**src/rtl/step_button_ctrl.sv**
```systemverilog
// Push-button front end for the up/down step counter: synchronize, debounce on a slow
// strobe, arbitrate the two buttons, and emit one step per press plus auto-repeat.
module step_button_ctrl #(
   parameter int SAMP_DIV   = 100000,
   parameter int DB_N       = 4,
   parameter int REP_DELAY  = 50,
   parameter int REP_PERIOD = 10
) (
   input  logic clk,
   input  logic rst,
   input  logic btn_up_raw,
   input  logic btn_dn_raw,
   output logic en,
   output logic up,
   output logic db_up,
   output logic db_dn,
   output logic busy
);

   localparam int STRB_W  = $clog2(SAMP_DIV);
   localparam int DB_W    = $clog2(DB_N);
   localparam int REP_MAX = (REP_DELAY > REP_PERIOD) ? REP_DELAY : REP_PERIOD;
   localparam int REP_W   = $clog2(REP_MAX + 1);

   localparam logic [STRB_W-1:0] STRB_LAST  = STRB_W'(SAMP_DIV - 1);
   localparam logic [DB_W-1:0]   DB_LAST    = DB_W'(DB_N - 1);
   localparam logic [REP_W-1:0]  REP_TOP    = REP_W'(REP_MAX);
   localparam logic [REP_W-1:0]  DELAY_HIT  = REP_W'(REP_DELAY);
   localparam logic [REP_W-1:0]  PERIOD_HIT = REP_W'(REP_PERIOD);
   localparam bit                REP_EN     = (REP_DELAY != 0);

   typedef enum logic [1:0] {IDLE, HOLD, REPEAT, LOCK} state_t;

   // Per-button vectors: bit 0 is the step-up button, bit 1 the step-down button.
   logic [1:0]             sync1_q, sync1_d;
   logic [1:0]             sync2_q, sync2_d;
   logic [STRB_W-1:0]      strb_cnt_q, strb_cnt_d;
   logic                   strb;
   logic [1:0]             db_q, db_d;
   logic [1:0][DB_W-1:0]   db_cnt_q, db_cnt_d;

   state_t                 state_q, state_d;
   logic [REP_W-1:0]       rep_cnt_q, rep_cnt_d;
   logic [REP_W-1:0]       rep_nxt;
   logic                   dir_q, dir_d;
   logic                   act, oth, rep_hit, step;

   logic                   en_q, en_d;
   logic                   up_q, up_d;
   logic                   busy_q, busy_d;

   // ---------------------------------------------------------------- synchronizer
   always_comb begin
      sync1_d = {btn_dn_raw, btn_up_raw};
      sync2_d = sync1_q;
   end

   // ---------------------------------------------------------------- sample strobe
   always_comb begin
      strb       = (strb_cnt_q == STRB_LAST);
      strb_cnt_d = strb ? '0 : strb_cnt_q + 1'b1;
   end

   // ---------------------------------------------------------------- debounce
   // The count holds the number of earlier consecutive disagreeing samples, so the
   // level flips on the DB_N-th one and the counter never exceeds DB_N-1.
   always_comb begin
      // NOTE: every signal written here gets a default first, so no path leaves it
      // unassigned and no latch is inferred.
      db_d     = db_q;
      db_cnt_d = db_cnt_q;
      if (strb) begin
         for (int i = 0; i < 2; i++) begin
            if (sync2_q[i] != db_q[i]) begin
               if (db_cnt_q[i] == DB_LAST) begin
                  db_d[i]     = ~db_q[i];
                  db_cnt_d[i] = '0;
               end else begin
                  db_cnt_d[i] = db_cnt_q[i] + 1'b1;
               end
            end else begin
               db_cnt_d[i] = '0;
            end
         end
      end
   end

   // ---------------------------------------------------------------- FSM next state
   // The FSM looks at the next debounced levels so a release and a repeat strobe
   // landing together resolve in favour of the release.
   always_comb begin
      act     = dir_q ? db_d[0] : db_d[1];
      oth     = dir_q ? db_d[1] : db_d[0];
      rep_nxt = (rep_cnt_q < REP_TOP) ? rep_cnt_q + 1'b1 : rep_cnt_q;
      rep_hit = (state_q == HOLD) ? (REP_EN && (rep_nxt == DELAY_HIT))
                                  : (rep_nxt == PERIOD_HIT);
   end

   always_comb begin
      state_d   = state_q;
      rep_cnt_d = rep_cnt_q;
      dir_d     = dir_q;
      step      = 1'b0;
      unique case (state_q)
         IDLE: begin
            if (db_d[0] && db_d[1]) begin
               state_d = LOCK;
            end else if (db_d[0] || db_d[1]) begin
               step      = 1'b1;
               dir_d     = db_d[0];
               rep_cnt_d = '0;
               state_d   = HOLD;
            end
         end
         HOLD, REPEAT: begin
            if (!act) begin
               state_d = IDLE;
            end else if (oth) begin
               state_d = LOCK;
            end else if (strb) begin
               if (rep_hit) begin
                  step      = 1'b1;
                  rep_cnt_d = '0;
                  state_d   = REPEAT;
               end else begin
                  rep_cnt_d = rep_nxt;
               end
            end
         end
         LOCK: begin
            if (!db_d[0] && !db_d[1]) state_d = IDLE;
         end
         default: state_d = IDLE;
      endcase
   end

   // ---------------------------------------------------------------- FSM outputs
   always_comb begin
      en_d   = step;
      up_d   = step ? dir_d : up_q;
      busy_d = (state_d != IDLE);
   end

   // ---------------------------------------------------------------- state register
   always_ff @(posedge clk) begin
      // NOTE: non-blocking assignments make every flop sample pre-edge values,
      // independent of statement order in this block.
      if (rst) begin
         sync1_q    <= '0;
         sync2_q    <= '0;
         strb_cnt_q <= '0;
         db_q       <= '0;
         db_cnt_q   <= '0;
         state_q    <= IDLE;
         rep_cnt_q  <= '0;
         dir_q      <= 1'b0;
         en_q       <= 1'b0;
         up_q       <= 1'b0;
         busy_q     <= 1'b0;
      end else begin
         sync1_q    <= sync1_d;
         sync2_q    <= sync2_d;
         strb_cnt_q <= strb_cnt_d;
         db_q       <= db_d;
         db_cnt_q   <= db_cnt_d;
         state_q    <= state_d;
         rep_cnt_q  <= rep_cnt_d;
         dir_q      <= dir_d;
         en_q       <= en_d;
         up_q       <= up_d;
         busy_q     <= busy_d;
      end
   end

   assign en    = en_q;
   assign up    = up_q;
   assign db_up = db_q[0];
   assign db_dn = db_q[1];
   assign busy  = busy_q;

endmodule
```
**config.mk**
```make
export PLATFORM = sky130hd
export DESIGN_NAME = step_button_ctrl
export DESIGN_NICKNAME = d
export VERILOG_FILES = /design/src/rtl/step_button_ctrl.sv
export SDC_FILE = /design/constraint.sdc
export NUM_CORES = 1
export LEC_CHECK = 0
export CAP_MARGIN = 20
export CORE_MARGIN = 3
export CORE_UTILIZATION = 52
export CTS_CLUSTER_DIAMETER = 100
export DETAILED_ROUTE_END_ITERATION = 12
export PLACE_DENSITY = 0.75
export SETUP_SLACK_MARGIN = 0.3
export SYNTH_ARGS = -nofsm -noshare
export SYNTH_HDL_FRONTEND = slang
export SYNTH_SLANG_ARGS = --single-unit
```
**constraint.sdc**
```tcl
create_clock -name clk -period 2.7 [get_ports clk]
set_input_delay 0.54 -clock clk [delete_from_list [all_inputs] [get_ports clk]]
set_output_delay 0.54 -clock clk [all_outputs]
set_load 0.03 [all_outputs]
```
# After elaboration in Yosys (flattened, before gate mapping)
# Cells that the tools add are included.
[totals]
register_bits = 39
input_bits = 4
out_inout_bits = 5
wordCells = 83
[classes]
n_addsub = 4
n_lt_le_gt_ge = 1
eq_ne = 15
n_mux = 38
bitwise = 2
n_reduce_logical = 11
[op_table]
columns = ["op", "n"]
rows = [
  ["$mux W6", 7],
  ["$mux W2", 12],
  ["$add A17 B1 Y17 const B", 1],
  ["$eq A17 B17 Y1 const B", 1],
  ["$mux W1", 16],
  ["$pmux W6 S2", 1],
  ["$ne A2 B2 Y1 const B", 5],
  ["$eq A2 B2 Y1 const B", 4],
  ["$add A6 B1 Y6 const B", 1],
  ["$eq A6 B4 Y1 const B", 1],
  ["$eq A6 B6 Y1 const B", 1],
  ["$lt A6 B6 Y1 const B", 1],
  ["$pmux W2 S3", 1],
  ["$reduce_and A6 Y1", 1],
  ["$add A2 B1 Y2 const B", 2],
  ["$reduce_bool A2 Y1", 2],
  ["$reduce_or A2 Y1", 2],
  ["$eq A2 B1 Y1 const B", 1],
  ["$logic_and A1 B1 Y1", 2],
  ["$logic_not A1 Y1", 2],
  ["$logic_not A2 Y1", 1],
  ["$ne A1 B1 Y1", 2],
  ["$not A1 Y1", 2],
  ["$pmux W1 S2", 1],
  ["$logic_or A1 B1 Y1", 1],
]

# Logic depth before layout (Yosys ltp)
# Gate-level depths: netlist of run 1.
[depth]
depth_word = 10
mapped_depth = 12

# Worst setup path before layout of run 1
# OpenSTA, ideal clock, no wires.
[synth_path]
kind = "register to register"
from = "register strb_cnt_q[0]"
to = "register rep_cnt_q[3]"
setup_time_ns = 0.074
t_arrival_ns = 2.901
setup_slack_ns = -0.275
stages_incl_launch_ff = 13
n_path_buf = 0
period_less_slack_ns = 2.975
cell_sequence = "dfxtp_1 ha_1 and4_2 and4_4 a21boi_1 o21bai_1 inv_1 ha_1 nor3_1 a21oi_1 a21o_1 or4_1 a31oi_1"
[synth_via]
elab_chain_len = 5
word_cells_on_any_way = 12
cone_classes = "eq/ne: 6; mux: 3; reduce/logical: 3"
[synth_lines]
columns = ["item", "line", "text"]
rows = [
  ["start: declaration", "37", "logic [STRB_W-1:0] strb_cnt_q, strb_cnt_d;"],
  ["start signal: assignment", "163", "strb_cnt_q <= strb_cnt_d;"],
  ["$eq A17 B17 Y1 (*)", "60", "strb = (strb_cnt_q == STRB_LAST);"],
  ["$mux W2 (*)", "72", "if (strb) begin"],
  ["named net db_d[1]", "39", "logic [1:0] db_q, db_d;"],
  ["$mux W1, or another cell as far along", "93", "oth = dir_q ? db_d[1] : db_d[0];"],
  ["$ne A2 B2 Y1 (no source line)", "n/a", ""],
  ["$reduce_and A6 Y1 (no source line) (*)", "n/a", ""],
  ["end signal: assignment", "167", "rep_cnt_q <= rep_cnt_d;"],
  ["end: declaration", "43", "logic [REP_W-1:0] rep_cnt_q, rep_cnt_d;"],
]
# The timed path passes the listed nets; every way through them passes the cells marked *.
# A chain may end at the register's enable or synchronous reset.

# Final worst setup path of run 1
[layout_path]
from = "register strb_cnt_q[11]"
to = "register rep_cnt_q[1]"
# The elaborated chain is that of the path after synthesis.

==> results of run 1 <==
[power by group through the flow]
stage | combinational (uW) | sequential [uW] | clock [uW]
final | 532 | 628 | 381
after floorplan | 368 | 647 | 0
after detailed placement | 426 | 642 | 0
after global placement | 419 | 641 | 0
after CTS | 466 | 628 | 389
after global routing | 579 | 633 | 417
[what timing repair did]
item,4_1_cts,5_1_grt
endpoints found under the setup margin,7,11
pin swaps,11,15
gates cloned,0,0
setup buffers,9,7
gates resized for setup,8,16
[registers in the layout (all words and copies together) (netlist names)]
name and cells:
db_cnt_q 4, db_q 2, up 1, sync1_q 2, state_q 2, rep_cnt_q 6, sync2_q 2, strb_cnt_q 17
dir_q 1, en 1, busy 1
[per-layer routing]
metal	global-route usage	up-vias
met5	0	-
li1	-	946
met4	0.06472	0
met1	0.2485	889
met3	0.05682	16
met2	0.3028	49
[cells by family (layout without fill, tap and decap cells)]
family / Yosys count / in the layout / synth area share
adder cells (fa/ha/maj): 10 / 10 / 0.05675
flip-flops: 39 / 39 / 0.3541
XOR/XNOR: 16 / 16 / 0.06357
AO/OA/AOI/OAI: 55 / 55 / 0.1867
buffers and inverters: 20 / 52 / 0.05221
multiplexers: 4 / 4 / 0.02100
AND/OR/NAND/NOR: 100 / 100 / 0.2656
[placed cells by master (no fill, tap or decap), types with 4 or more instances in the layout]
cell / count
dfxtp_1: 32
nor2_1: 23
buf_4: 22
nand3_1: 14
nand2_1: 13
a21oi_1: 10
xor2_1: 9
inv_1: 8
clkdlybuf4s50_1: 8
xnor2_1: 7
nor2b_1: 7
ha_1: 6
nand4_1: 5
a21o_1: 5
o21ai_0: 5
and3_1: 5
clkbuf_8: 5
dfxtp_2: 5
or3_1: 4
o211ai_1: 4
[cell type report]
cell class / instances / area share
Clock buffer: 5 / 0.02530
Clock inverter: 3 / 0.006900
Inverter: 11 / 0.01610
Multi-Input combinational cell: 185 / 0.5340
Sequential cell: 39 / 0.2921
Tap cell: 50 / 0.02300
Timing Repair Buffer: 33 / 0.1026
[stage by stage]
step                      hold slack [ps]  power [uW]
after floorplan                     413.8        1015
after detailed placement            428.3        1068
after CTS                           446.6        1483
final                               439.8        1541
after global placement              416.7        1061
after global routing                457.1        1629
[final timing paths]
check	from	to	depth (start not counted)
min	sync1_q[0]$_SDFF_PP0_	sync2_q[0]$_SDFF_PP0_	1
min reg2reg	sync1_q[0]$_SDFF_PP0_	sync2_q[0]$_SDFF_PP0_	1
max reg2reg	strb_cnt_q[11]$_SDFF_PP0_	rep_cnt_q[1]$_SDFFE_PP0P_	11
max	strb_cnt_q[11]$_SDFF_PP0_	rep_cnt_q[1]$_SDFFE_PP0P_	11
[worst max-delay path, cell delays in order, from the launching register on]
cell      delay [ps]
dfxtp_4          350
nor4b_4          360
and4_4           310
a21boi_2          70
o21bai_4         210
ha_4             190
nor3_4           200
a21oi_2           60
a21o_1           210
buf_6            120
or3_4            320
a21oi_2          110
==> out/results.tsv, run 1 <==
metric	value	unit
status	completed	
clk_latency	280	ps
drcViolationCount	0	
layout.nets	289	
grt_max_degree	16	
slew_headroom	0.6195	
p_seq_frac	0.408	
crit_fanout	5	
path_class	flop to flop	
track_usage	0.1910	
ys_seq_area_frac	0.3541	
grt_pass1_vias	1792	
p_int	1017	uW
period_needed	2574	ps
syn_area	0.002205	mm^2
worstPathArrival	2800	ps
totalWireLength	4.670	mm
diodes	0	
ys_types	59	
nFillCells	299	
synth-edff-count	0	
syn_to_final_growth	23.38	%
power.switching	524.4	uW
clock_skew	5.195	ps
ys.flop_type	dfxtp_1	
hold_viol	0	
place_inst	302	
grt-ovfl-total	0	
cts_num_sinks	39	
synthTopCellsByArea	dfxtp_1 (35%), ha_1 (5.7%), nor2_1 (4.1%)	
ys_warn_count	0	
io_pins	9	
dieArea	0.005057	mm^2
syn_inst	244	
firstDrtPassIters	4	
place_ws	60.94	ps
yosys.area.top_type	dfxtp_1	
cellPowerDensity	566.7	mW/mm^2
start_util	0.5433	
synth-async-reset-ratio	0	
power_frac_clock	0.247	
cp-start-kind	flop	
wl_met1	2.111	mm
fin_area	0.002720	mm^2
min_period_over_period	0.9533	
coreArea	0.004058	mm^2
hpwl	3.074	mm
pwr-share-comb	0.345	
p_leak	0.0009818	uW
irDropWorstVdd	0.0005978	V
yosysMostFrequentCell	dfxtp_1	
synth_commonest_cells	dfxtp_1 (39), nor2_1 (24), a21oi_1 (14), nand3_1 (14), nand2_1 (13)	
ys_ff_latch	39	
avgSynthCellArea	9.035	um^2
syn_nets	258	
grt_setup_unrepaired	true	
stdcell_count	326	
setup-tns-final	0	ps
die_h	71.11	um
top_layer	met4	
grt_first_pass_wirelength	7.914	mm
cts.path.max_buffers	2	
root_buffer	clkbuf_8	
finalMaxSlewViolations	0	
met3_length	165	um
hold_path_class	flop to flop	
wire_per_inst	14.33	um
antenna_found_initial	0	
via_count	1900	
clkSlewWorstSetupHoldPaths	80	ps
netlist.area_leader.share	0.3541	
cts-htree-levels	2	
gp_congestion	0.7802	
die_w	71.11	um
ant_nets	0	
final_layout_size_suffix_gt1_frac	0.2935	
drt-initial-drc-count	130	
portBuffers	8	
cts_buffers	5	
timing_worst_slew_pin_value	570.7	ps
num_rows	23	
multi_input_area	0.001453	mm^2
met2_length	2.311	mm
cap_violations	0	
fmax	0.3885	GHz
seq_area	794.5	um^2
hold_buffers	0	
switching_share	0.3402	
regToRegSetupSlack	130	ps
place_area	0.002435	mm^2
required	2930	ps
worstSetupEndpointType	flop	
final_core_util	0.6704	
setup_viol	0	
worst_slack	126.2	ps
cts_tree	built	
viasPerCell	5.828	
Power figures use the tool's default switching activity.
==> run 2: changes to the inputs <==
- CAP_MARGIN: 20 -> 25
- CORE_UTILIZATION: 52 -> 43
- PLACE_DENSITY: 0.75 -> 0.65
==> run 2 against run 1 <==
Die area rose by 19%. Maximum frequency rose by 1.8%. Core utilization fell by 9.0 points. Clock power rose by 41%. Design area rose by 3.5%. Sequential power rose by 1%. Critical endpoint is now rep_cnt_q[3]$_SDFFE_PP0P_. Global-route usage fell by 3.2 points. Critical path type unchanged.
==> out/results.tsv, run 2 (synthesized netlist as in run 1, its figures left out) <==
metric	value	unit
grt_pass1_vias	1780	
p_leak	0.001020	uW
grt_setup_unrepaired	true	
wire_per_inst	13.14	um
switching_share	0.3099	
slew_headroom	0.6221	
gp_congestion	0.8055	
fmax	0.3954	GHz
worstSetupEndpointType	flop	
ant_nets	0	
clkSlewWorstSetupHoldPaths	80	ps
worst-r2r-cell-count	12	
io_pins	9	
grt_max_degree	20	
r2r-end	rep_cnt_q[3]$_SDFFE_PP0P_	
finalMaxSlewViolations	0	
stdcell_count	347	
diodes	0	
period_needed	2529	ps
r2r-start	strb_cnt_q[12]$_SDFF_PP0_	
drcViolationCount	0	
totalWireLength	4.558	mm
worstPathArrival	2750	ps
clk_latency	280	ps
regToRegSetupSlack	170	ps
cts_tree	built	
cts_num_sinks	39	
status	completed	
num_rows	25	
power.switching	518.7	uW
irDropWorstVdd	0.0004192	V
die_w	77.61	um
setup_viol	0	
cellPowerDensity	594.4	mW/mm^2
setup-tns-final	0	ps
firstDrtPassIters	6	
pwr-share-comb	0.301	
portBuffers	8	
cap_violations	0	
start_util	0.4547	
required	2920	ps
largest_reg_flops	17	
dieArea	0.006023	mm^2
hold_buffers	0	
final_cell_mix	dfxtp_1 (33), buf_4 (29), nor2_1 (24)	
root_buffer	clkbuf_8	
cts.path.max_buffers	2	
p_int	1155	uW
grt-ovfl-total	0	
path_class	flop to flop	
power_frac_clock	0.320	
timing_worst_slew_pin_value	566.8	ps
layout.nets	293	
viasPerCell	5.392	
coreArea	0.004848	mm^2
via_count	1871	
crit_fanout	4	
endpoint	rep_cnt_q[3]$_SDFFE_PP0P_	
hold_path_class	flop to flop	
power.total	1673	uW
hpwl	3.058	mm
clock_skew	6.661	ps
syn_to_final_growth	27.70	%
top_register	strb_cnt_q	
min_period_over_period	0.9368	
layout_commonest_cell	dfxtp_1	
grt_first_pass_wirelength	7.955	mm
largestRegisters	strb_cnt_q: 17 flops, rep_cnt_q: 6 flops, db_cnt_q: 4 flops	
antenna_found_initial	0	
place_inst	320	
cp-start-kind	flop	
track_usage	0.1594	
final_core_util	0.5806	
p_seq_frac	0.379	
hold_viol	0	
cts_buffers	5	
final_layout_size_suffix_gt1_frac	0.3143	
die_h	77.61	um
drt-initial-drc-count	69	
cts-htree-levels	2	
crit_start	strb_cnt_q[12]$_SDFF_PP0_	
==> run 2: layout make-up <==
cell class	count	area, um^2
fill	396	2033
multi-input combinational	185	1465
clock inverter	2	37.54
clock buffer	6	93.84
timing repair buffer	37	297.8
inverter	11	43.79
tap	67	83.83
sequential	39	793.3
==> run 2: power by group through the flow <==
stage | combinational (uW) | clock, uW | sequential, uW
final | 504 | 536 | 634
after global routing | 555 | 572 | 639
after CTS | 447 | 549 | 629
after detailed placement | 417 | 0 | 643
after global placement | 419 | 0 | 643
after floorplan | 368 | 0 | 647
==> run 2: per-stage QoR <==
step | setup WS [ps] | hold WS (ps) | area, um^2
2_1_floorplan | 196.9 | 413.8 | 2298
3_3_place_gp | 114.2 | 417.6 | 2464
3_5_place_dp | 71.73 | 429.1 | 2464
4_1_cts | 232.1 | 449.4 | 2735
5_1_grt | 85.69 | 461.8 | 2815
6_report | 170.8 | 447.3 | 2815
==> run 2: routing by layer <==
layer | wire length (um) | GRT usage
met5 | 0 | 0
met4 | 21 | 0.05160
met2 | 2096 | 0.2654
met3 | 152 | 0.03016
met1 | 2288 | 0.2066
==> run 2: worst min-delay path by stage <==
stage,start,depth (start not counted),to
2_1_floorplan,sync1_q[0]$_SDFF_PP0_,1,sync2_q[0]$_SDFF_PP0_
3_3_place_gp,sync1_q[1]$_SDFF_PP0_,1,sync2_q[1]$_SDFF_PP0_
3_5_place_dp,sync1_q[0]$_SDFF_PP0_,1,sync2_q[0]$_SDFF_PP0_
4_1_cts,sync1_q[0]$_SDFF_PP0_,1,sync2_q[0]$_SDFF_PP0_
5_1_grt,sync1_q[1]$_SDFF_PP0_,1,sync2_q[1]$_SDFF_PP0_
6_report,sync1_q[1]$_SDFF_PP0_,1,sync2_q[1]$_SDFF_PP0_
==> run 2: critical path: stages (launching register included) <==
cell,delay (ps)
dfxtp_1,350
nor4b_4,330
buf_4,170
nand4_4,90
o21ai_2,140
and2_4,210
inv_2,50
ha_4,160
nor3_4,140
a21oi_2,70
a21o_1,200
or4_1,410
a31oi_1,140
==> run 2: repair_timing <==
action,4_1_cts,5_1_grt
resized for setup,5,18
endpoints found under the hold margin,0,0
gates cloned,0,0
endpoints found under the setup margin,7,10
setup buffers,16,3
pin swaps,10,11
